$ cat config.mk
export PLATFORM = sky130hd
export DESIGN_NAME = mem_arbiter
export DESIGN_NICKNAME = d
export VERILOG_FILES = /design/src/rtl/ccpu_bus_pkg.sv /design/src/rtl/mem_arbiter.sv
export SDC_FILE = /design/constraint.sdc
export NUM_CORES = 1
export LEC_CHECK = 0
export ABC_AREA = 1
export ABC_CLOCK_PERIOD_IN_PS = 1400
export CAP_MARGIN = 20
export CORE_MARGIN = 2
export CORE_UTILIZATION = 28
export CTS_CLUSTER_DIAMETER = 50
export DETAILED_ROUTE_END_ITERATION = 10
export PLACE_DENSITY_LB_ADDON = 0.2
export SETUP_SLACK_MARGIN = 0.5
export SLEW_MARGIN = 10
export SYNTH_ARGS = -nofsm -noshare
export SYNTH_HDL_FRONTEND = slang
export SYNTH_SLANG_ARGS = --single-unit
$ cat constraint.sdc
create_clock -name clk -period 1.4 [get_ports clk]
set_input_delay 0.28 -clock clk [delete_from_list [all_inputs] [get_ports clk]]
set_output_delay 0.28 -clock clk [all_outputs]
set_load 0.01 [all_outputs]
$ cat src/rtl/ccpu_bus_pkg.sv
// ---------------------------------------------------------------------------
// ccpu_bus_pkg
// Shared definitions for the CPU/DMA memory bus:
//   - arb_state_t : arbiter state encoding (S_CPU, S_TO_DMA, S_DMA, S_TO_CPU)
//   - DEF_ADDR_W / DEF_DATA_W : default bus widths
//   - DEF_MAX_BURST / DEF_CPU_SLOTS : default arbitration limits
// ---------------------------------------------------------------------------
package ccpu_bus_pkg;

    typedef enum logic [1:0] {
        S_CPU    = 2'd0,
        S_TO_DMA = 2'd1,
        S_DMA    = 2'd2,
        S_TO_CPU = 2'd3
    } arb_state_t;

    localparam int DEF_ADDR_W    = 16;
    localparam int DEF_DATA_W    = 8;
    localparam int DEF_MAX_BURST = 4;
    localparam int DEF_CPU_SLOTS = 2;

endpackage

$ cat src/rtl/mem_arbiter.sv
// ---------------------------------------------------------------------------
// mem_arbiter
// Shares one external SRAM bus between the CPU core and a single DMA
// requester. DMA bursts are bounded to MAX_BURST beats, the CPU is given
// at least CPU_SLOTS consecutive cycles between grants, and every
// ownership change inserts one idle turnaround cycle with both strobes high.
//
// Ports:
//   clk, rst                      clock, synchronous active-high reset
//   cpu_addr/cpu_wdata            CPU address / store data
//   cpu_oe_n/cpu_we_n             CPU strobes (active-low)
//   cpu_lock                      CPU mid-instruction, bus may not be taken
//   cpu_hold                      freezes the CPU while it does not own the bus
//   cpu_rdata                     mem_rdata passthrough
//   dma_req/dma_we/dma_addr/dma_wdata   DMA beat request
//   dma_gnt                       DMA owns the bus this cycle
//   dma_rvalid/dma_rdata          registered read return (one cycle later)
//   mem_addr/mem_wdata/mem_oe_n/mem_we_n/mem_rdata   SRAM pins
// ---------------------------------------------------------------------------
module mem_arbiter
    import ccpu_bus_pkg::*;
#(
    parameter int ADDR_W    = DEF_ADDR_W,
    parameter int DATA_W    = DEF_DATA_W,
    parameter int MAX_BURST = DEF_MAX_BURST,
    parameter int CPU_SLOTS = DEF_CPU_SLOTS
) (
    input  logic              clk,
    input  logic              rst,
    input  logic [ADDR_W-1:0] cpu_addr,
    input  logic [DATA_W-1:0] cpu_wdata,
    input  logic              cpu_oe_n,
    input  logic              cpu_we_n,
    input  logic              cpu_lock,
    output logic              cpu_hold,
    output logic [DATA_W-1:0] cpu_rdata,
    input  logic              dma_req,
    input  logic              dma_we,
    input  logic [ADDR_W-1:0] dma_addr,
    input  logic [DATA_W-1:0] dma_wdata,
    output logic              dma_gnt,
    output logic              dma_rvalid,
    output logic [DATA_W-1:0] dma_rdata,
    output logic [ADDR_W-1:0] mem_addr,
    output logic [DATA_W-1:0] mem_wdata,
    output logic              mem_oe_n,
    output logic              mem_we_n,
    input  logic [DATA_W-1:0] mem_rdata
);

    localparam int BEAT_W = $clog2(MAX_BURST + 1);
    localparam int SLOT_W = $clog2(CPU_SLOTS + 1);

    arb_state_t        state_reg, state_next;
    logic [SLOT_W-1:0] slot_reg, slot_next;
    logic [BEAT_W-1:0] beat_reg, beat_next;
    logic              rvalid_reg;
    logic [DATA_W-1:0] rdata_reg;
    logic              beat;

    // State, counters and registered read return.
    always_ff @(posedge clk) begin
        if (rst) begin
            state_reg  <= S_CPU;
            slot_reg   <= '0;
            beat_reg   <= '0;
            rvalid_reg <= 1'b0;
            rdata_reg  <= '0;
        end else begin
            state_reg  <= state_next;
            slot_reg   <= slot_next;
            beat_reg   <= beat_next;
            rvalid_reg <= beat & ~dma_we;
            if (beat && !dma_we) begin
                rdata_reg <= mem_rdata;
            end
        end
    end

    // Next-state logic and bus mux.
    always_comb begin
        state_next = state_reg;
        slot_next  = slot_reg;
        beat_next  = beat_reg;
        beat       = 1'b0;
        cpu_hold   = 1'b1;
        dma_gnt    = 1'b0;
        mem_addr   = cpu_addr;
        mem_wdata  = cpu_wdata;
        mem_oe_n   = 1'b1;
        mem_we_n   = 1'b1;

        case (state_reg)
            S_CPU: begin
                cpu_hold = 1'b0;
                mem_oe_n = cpu_oe_n;
                mem_we_n = cpu_we_n;
                if (int'(slot_reg) < CPU_SLOTS) begin
                    slot_next = slot_reg + 1'b1;
                end
                // The current cycle counts towards the CPU share, hence +1.
                if (dma_req && !cpu_lock && (int'(slot_reg) + 1 >= CPU_SLOTS)) begin
                    state_next = S_TO_DMA;
                end
            end
            S_TO_DMA: begin
                beat_next  = '0;
                state_next = S_DMA;
            end
            S_DMA: begin
                dma_gnt   = 1'b1;
                mem_addr  = dma_addr;
                mem_wdata = dma_wdata;
                if (dma_req) begin
                    beat      = 1'b1;
                    mem_we_n  = ~dma_we;
                    mem_oe_n  = dma_we;
                    beat_next = beat_reg + 1'b1;
                    if (int'(beat_reg) + 1 >= MAX_BURST) begin
                        state_next = S_TO_CPU;
                    end
                end else begin
                    state_next = S_TO_CPU;
                end
            end
            S_TO_CPU: begin
                slot_next  = '0;
                state_next = S_CPU;
            end
            default: begin
                state_next = S_CPU;
            end
        endcase

        // Reset parks the bus immediately, before the registered state follows.
        if (rst) begin
            beat     = 1'b0;
            cpu_hold = 1'b0;
            dma_gnt  = 1'b0;
            mem_oe_n = 1'b1;
            mem_we_n = 1'b1;
        end
    end

    assign dma_rvalid = rvalid_reg;
    assign dma_rdata  = rdata_reg;
    assign cpu_rdata  = mem_rdata;

endmodule

After elaboration in Yosys (flattened, before gate mapping)
Index checks and enable logic that the tools add are counted.
{ "totals": {"register_bits": 16, "latchBits": 0, "ram_bits": 0, "romBits": 0, "output_inout_bits": 45, "memories": 0} }
{ "op_classes": {"add_sub_neg": 4, "multipliers": 0, "n_div": 0, "order_cmp": 3, "eq_ne": 7, "n_shift": 0, "muxes": 23, "bitwise_logic": 2, "reduce_logical": 11} }
{ "ops": {"columns": ["cell", "n"], "rows": [
  ["two-way mux 16 bit", 1],
  ["two-way mux 1 bit", 11],
  ["two-way mux 2 bit", 4],
  ["two-way mux 8 bit", 1],
  ["one-hot mux 2 bit (4 select lines)", 1],
  ["!= test 2 bit (second input constant)", 3],
  ["one-hot mux 3 bit (2 select lines)", 1],
  ["AND reduction 2 bit", 3],
  ["adder 3 x 1 -> 4 bit (second input constant)", 1],
  ["== test 2 bit (second input constant)", 2],
  ["greater-or-equal comparator 4 x 3 -> 1 bit (second input constant)", 1],
  ["one-hot mux 1 bit (2 select lines)", 2],
  ["one-hot mux 2 bit (2 select lines)", 1],
  ["nonzero test 2 bit", 2],
  ["adder 2 x 1 -> 3 bit (second input constant)", 1],
  ["adder 3 x 1 -> 3 bit (second input constant)", 1],
  ["greater-or-equal comparator 3 x 2 -> 1 bit (second input constant)", 1],
  ["logical AND 1 bit", 3],
  ["two-way mux 3 bit", 1],
  ["!= test 3 bit (second input constant)", 1],
  ["adder 2 x 1 -> 2 bit (second input constant)", 1],
  ["== test 2 x 1 -> 1 bit (second input constant)", 1],
  ["zero test 1 bit", 2],
  ["zero test 2 bit", 1],
  ["other kinds (3)", 3]
]} }

Longest topological paths before layout
{ "logic_depth": {"ltp_word": 5, "ltp_mapped": 8, "ltp_nobuf": 8} }

Worst setup path after synthesis
No wires, ideal clock.
{ "synth_timing": {"path_kind": "register -> output", "start": "register state_reg[0]", "end": "output mem_addr[0]", "t_arrival_ps": 1236, "required_ps": 1120, "path_slack_ps": -116, "stages_incl_launch_ff": 8, "n_path_buf": 2, "cell_sequence": "dfxtp_1 -> inv_1 -> ha_1 -> buf_4 -> inv_2 -> buf_2 -> nand2_1 -> nand2_1"} }
{ "synth_via": {"elab_chain_len": 2} }
{ "synth_rtl": {"columns": ["element", "line_no", "text"], "rows": [
  ["start, declared", "mem_arbiter.sv:54", "arb_state_t state_reg, state_next;"],
  ["start signal, assigned", "mem_arbiter.sv:70", "state_reg <= state_next;"],
  ["== test 2 bit", "mem_arbiter.sv:93", "case (state_reg)"],
  ["two-way mux 16 bit", "mem_arbiter.sv:93", null],
  ["end, declared", "mem_arbiter.sv:44", "output logic [ADDR_W-1:0] mem_addr,"]
]} }
No other way between the ends.

Worst setup path after layout
{ "layout_timing": {"start": "register state_reg[0]", "end": "output mem_oe_n"} }
{ "layout_via": {"elab_chain_len": 3, "word_cells_on_any_way": 4, "cone_classes": "eq/ne (1); mux (2); reduce/logical (1)"} }
{ "layout_rtl": {"columns": ["element", "line_no", "text"], "rows": [
  ["== test 2 bit / zero test 2 bit (equally long branches)", "mem_arbiter.sv:93", null],
  ["one-hot mux 1 bit (2 select lines) *", "mem_arbiter.sv:93", null],
  ["two-way mux 1 bit *", "mem_arbiter.sv:136", "if (rst) begin"],
  ["end, declared", "mem_arbiter.sv:46", "output logic mem_oe_n,"]
]} }
Every way passes the cells marked *; elsewhere a longest branch is shown, timed or not.

==> run_results.csv <==
group,metric,value,unit
status,outcome,"finished with violations",
status,violations,"setup timing",
power,vdd_drop_max,0.872,mV
routing,wirelength,4.83,mm
routing,wire_per_inst,12.7,um
sta,rsz0062_at_grt,"true",
sta,min_period_over_period,120,%
placed_design,dp_hpwl,3.38,mm
sta,holdWs,0.248,ns
power,p_int,2.11,mW
global_routing,grt.overflow.total,0,
synth,synth_compound_area_share,10.2,%
routing,drtAntennaViolNets,0,
finish,fin_cells,380,
synth,seq_area_frac_synth,27.5,%
synth,syn_inst,193,
synth,synth.net_count,263,
global_routing,grt_antenna_before_repair,0,
clocking,cts.sinks,16,
finish,nets,401,
power,p_comb_share,71.5,%
setup_path,critPathKind,"reg -> out",
sta,clock.fmax,0.597,GHz
sta,skew,0.00487,ns
clocking,insertion_delay,0.25,ns
sta,finalSetupViolCount,42,
floorplan,placementRows,23,
setup_path,crit_fanout,7,
clocking,cts_root_buffer,"clkbuf_8",
setup_path,worst_ep_arrival_time,1.39,ns
placed_design,pre_cts_ws,-0.423,ns
floorplan,fp.dieArea,0.00470,mm2
synth,ys_warn_count,0,
placed_design,place_inst,357,
finish,fill_cells,310,
clocking,ctsHoldBuffers,0,
synth,syn_area,0.00117,mm2
global_routing,gr-usage-all-layers,19.6,%
synth,ys_ff_latch,16,
setup_path,worst_ep_required_time,1.12,ns
synth,synthSimpleGateAreaFrac,40.6,%
routing,vias_per_cell,4.43,
floorplan,dieWidth,68.5,um
power,p_clk_share,11.7,%
power,power_frac_seq,16.8,%
clocking,cts_htree_levels,1,
finish,diodes,0,
clocking,tritoncts,"yes",
clocking,cts_max_path_buffers,2,
finish,syn_to_final_growth,147,%
sta,post-route-worst-setup-slack,-0.274,ns
clocking,cts_made_buffers,3,
floorplan,io_pins,108,
placed_design,port_buffers,107,
finish,fin_util,71.9,%
routing,num_vias,1685,
setup_path,cp-end-kind,"output pin",
finish,drive_above_1_share,53.9,%
synth,synth_cell_types,18,
sta,finalHoldViolCount,0,
routing,drt_pre_antenna_iters,4,
global_routing,grt_pass1_wl,6.98,mm
power,p_switching,1.47,mW
placed_design,gp_congestion,0.761,
power,power,3.59,mW
flow_run,drv_cap,0,
global_routing,grt_pass1_vias,1458,
synth,synthMuxAreaShare,0,%
worst_hold_path,min_path_type,"in -> reg",
sta,maxSlewViolCount,0,
finish,largest_reg_flops,8,
routing,drt_iter0_markers,55,
sta,slew_headroom,86.1,%
synth,synth_fa_ha_area_share,7.51,%
power,power.density,1250,mW/mm2
clocking,path_clk_slew,0.07,ns
sta,worst_pin_slew,0.208,ns
synth,synth_top_family_by_area,"simple AND/OR/NAND/NOR gates",
sta,min_period,1.67,ns
global_routing,grt_max_degree,18,
synth,syn_area_per_cell,6.04,um2
synth,synth-xor-area-share,0,%
floorplan,dieHeight,68.5,um
floorplan,start_util,29.2,%
floorplan,coreArea,0.00400,mm2
power,p_leak,1.33,nW
routing,drc_errors,0,
power,switching_share,41.1,%
setup_path,startpoint_type,"flop",
worst max-delay path, stage by stage (launching register included):
cell     delay [ns]
dfxtp_2        0.35
inv_4          0.05
ha_4           0.19
buf_4          0.14
buf_6          0.11
o21ai_0        0.06
nand3_1        0.09
buf_2          0.14
final timing paths:
check,from,cells after the start,end,slack (ns)
setup / recovery,state_reg[0],7,mem_oe_n,-0.27
hold / removal,mem_rdata[2],3,dma_rdata[2],0.25
setup reg to reg,state_reg[0],11,dma_rdata[0],-0.17
hold reg to reg,dma_rdata[2],2,dma_rdata[2],0.48
cells in the mapped netlist:
library cell / count / share of area (%)
buf_4: 9 / 5.8
nand2_2: 2 / 1.1
ha_1: 7 / 7.5
a211oi_1: 3 / 1.9
inv_2: 1 / 0.32
dfxtp_1: 16 / 27
buf_2: 4 / 1.7
nand3_1: 7 / 3.0
buf_6: 2 / 1.9
o21a_1: 1 / 0.64
o21ai_0: 11 / 4.7
clkbuf_1: 1 / 0.32
inv_1: 13 / 4.2
o21ai_2: 1 / 0.75
a21oi_1: 5 / 2.1
nor2_1: 6 / 1.9
nand2_1: 103 / 33
nor3_4: 1 / 1.4
logic make-up after synthesis:
kind of cell | count (synthesis)
and+or+nand+nor | 119
buffers and inverters | 30
AOI/OAI and AO/OA | 21
DFF | 16
adders and majority gates | 7
layout make-up:
cell class              instances  area, um2  area share (%)
repair inverters                2       25.0           0.870
well taps                      50       62.6            2.17
repair buffers                147       1360            47.4
clock buffers                   4       55.1            1.91
multi-input cells             147        961            33.4
inverters                      14       72.6            2.52
flip-flops and latches         16        337            11.7
layer usage:
| layer | wire, um | vias up | GRT usage [%] | part of all wire, % |
|---|---|---|---|---|
| met5 | 0 | - | 0 | 0 |
| met4 | 61 | 0 | 6.25 | 1.3 |
| met3 | 486 | 7 | 5.52 | 10 |
| met2 | 2360 | 66 | 35.3 | 49 |
| met1 | 1920 | 743 | 22.1 | 40 |
| li1 | - | 869 | - | - |
repair_timing:
| action | CTS | global route |
|---|---|---|
| buffers inserted | 6 | 9 |
| endpoints found under the setup margin | 61 | 55 |
| gates cloned | 2 | 2 |
| resized for setup | 265 | 38 |
| pin swaps | 4 | 6 |
power by group through the flow:
stage	Sequential, mW	Combinational [mW]	Clock (mW)
floorplan	0.595	1.05	0
global placement	0.585	1.95	0
detailed placement	0.589	1.98	0
CTS	0.596	2.25	0.429
global route	0.611	2.78	0.445
finish	0.601	2.57	0.419
stage by stage:
step | cell area [um2] | TNS (ns)
2_1_floorplan | 1310 | 0
4_1_cts | 2650 | -5.78
3_5_place_dp | 2480 | -12.34
3_3_place_gp | 2480 | -11.66
5_1_grt | 2880 | -10.04
6_report | 2880 | -7.49
layout by cell type (no fill, tap or decap), drive strengths merged:
| master | count |
|---|---|
| o21ai | 12 |
| dfxtp | 16 |
| clkdlybuf4s50 | 54 |
| clkbuf | 8 |
| buf | 83 |
| nor2 | 6 |
| nand3 | 7 |
| nand2 | 105 |
| nor3 | 1 |
| a211oi | 3 |
| ha | 7 |
| inv | 16 |
| a21oi | 5 |
| o21a | 1 |
| clkdlybuf4s15 | 6 |
Power figures use the tool's default switching activity.
==> variant, RTL diff (same flow settings) <==
Re-encode `arb_state_t` (4 states) as Gray code, 2 bits wide.
--- a/src/rtl/ccpu_bus_pkg.sv
+++ b/src/rtl/ccpu_bus_pkg.sv
@@ -8,10 +8,10 @@
 package ccpu_bus_pkg;
 
     typedef enum logic [1:0] {
-        S_CPU    = 2'd0,
-        S_TO_DMA = 2'd1,
-        S_DMA    = 2'd2,
-        S_TO_CPU = 2'd3
+        S_CPU    = 2'b00,
+        S_TO_DMA = 2'b01,
+        S_DMA    = 2'b11,
+        S_TO_CPU = 2'b10
     } arb_state_t;
 
     localparam int DEF_ADDR_W    = 16;
Check against the original RTL: no difference found for any inputs over 10 cycles, from zero or initial values and one cycle with rst high; not proved beyond that.
==> variant against the unedited design <==
The flow still finishes with violations (setup timing); combinational power decreased by 7%; critical path depth unchanged; die area decreased by 0.92%; synthesized cell count unchanged; routed wire length increased by 11%; sequential cell count unchanged; critical path type unchanged; register-to-register slack got worse by 60 ps; synthesized area decreased by 0.97%; total power decreased by 5.5%; critical endpoint is now mem_addr[11]; largest cell class unchanged; design area increased by 7.7%; hold slack got worse by 3.4 ps; setup slack improved by 2.3 ps; clock power about the same.
==> variant: results (changes against the unedited design) <==
* Fillcell total at 243 (was 310)
* Grt met2 use at 41.1% (was 35.3%)
* Synth cell count leaders: nand2_1, dfxtp_1, inv_1, o21ai_0, buf_4 (was nand2_1, dfxtp_1, inv_1)
* DRT met1 WL at 2020 um (was 1920 um)
* Register area share after synthesis at 27.7% (was 27.5%)
* Hold endpoint: dma_rdata[1]$_SDFFE_PP0P_ (was dma_rdata[2]$_SDFFE_PP0P_)
* Vias per inst at 4.62 (was 4.43)
* Hold WS at 245 ps (was 248 ps)
* Pin slew with the least headroom to its limit at 258 ps (was 208 ps)
* Clk_skew at 8.78 ps (was 4.87 ps)
* Pre-CTS setup slack at -463 ps (was -423 ps)
* HP Start: mem_rdata[1] (was mem_rdata[2])
* Layout cells sized above 1 at 60.6% (was 53.9%)
* Final Setup Violations at 41 (was 42)
* Outcome: finished, violations left (unchanged)
* Sw Ratio at 39.5% (was 41.1%)
* Detailed placement HPWL at 3270 um (was 3380 um)
* R2r setup slk at -230 ps (was -170 ps)
* Total detailed-routing wirelength at 5380 um (was 4830 um)
* Area after DPL at 2540 sq um (was 2480 sq um)
* Vias in the first global route at 1601 (was 1458)
* DRT iter0 DRCs at 22 (was 55)
* Failing checks: setup timing (unchanged)
* Met2 wire len at 2790 um (was 2360 um)
* Worst setup margin at -272 ps (was -274 ps)
* Power share of the clock group at 12.4% (was 11.7%)
* Synth top area cells: nand2_1, dfxtp_1, ha_1, buf_4, o21ai_0 (unchanged)
[variant: cells by family (layout without fill, tap and decap cells)]
| family | count (synthesis) | after routing | synth area share (%) |
|---|---|---|---|
| DFF | 16 | 16 | 27.7 |
| AOI/OAI and AO/OA | 22 | 22 | 10.4 |
| buffers and inverters | 30 | 167 | 13.8 |
| and+or+nand+nor | 118 | 118 | 40.5 |
| adders and majority gates | 7 | 7 | 7.58 |
[variant: final cells by class]
class,count,area (sq um),share of cell area (%)
inverters,14,90.1,2.91
well taps,50,62.6,2.02
clock buffers,4,55.1,1.78
multi-input cells,147,1020,32.9
flip-flops and latches,16,338,10.9
repair inverters,3,38.8,1.25
repair buffers,146,1490,48.2
[variant: what timing repair did]
| action | CTS | global route |
|---|---|---|
| resized for setup | 274 | 48 |
| endpoints found under the setup margin | 61 | 57 |
| cloned | 3 | 4 |
| buffers inserted | 13 | 2 |
| hold buffers | 0 | 0 |
| pin swaps | 10 | 14 |
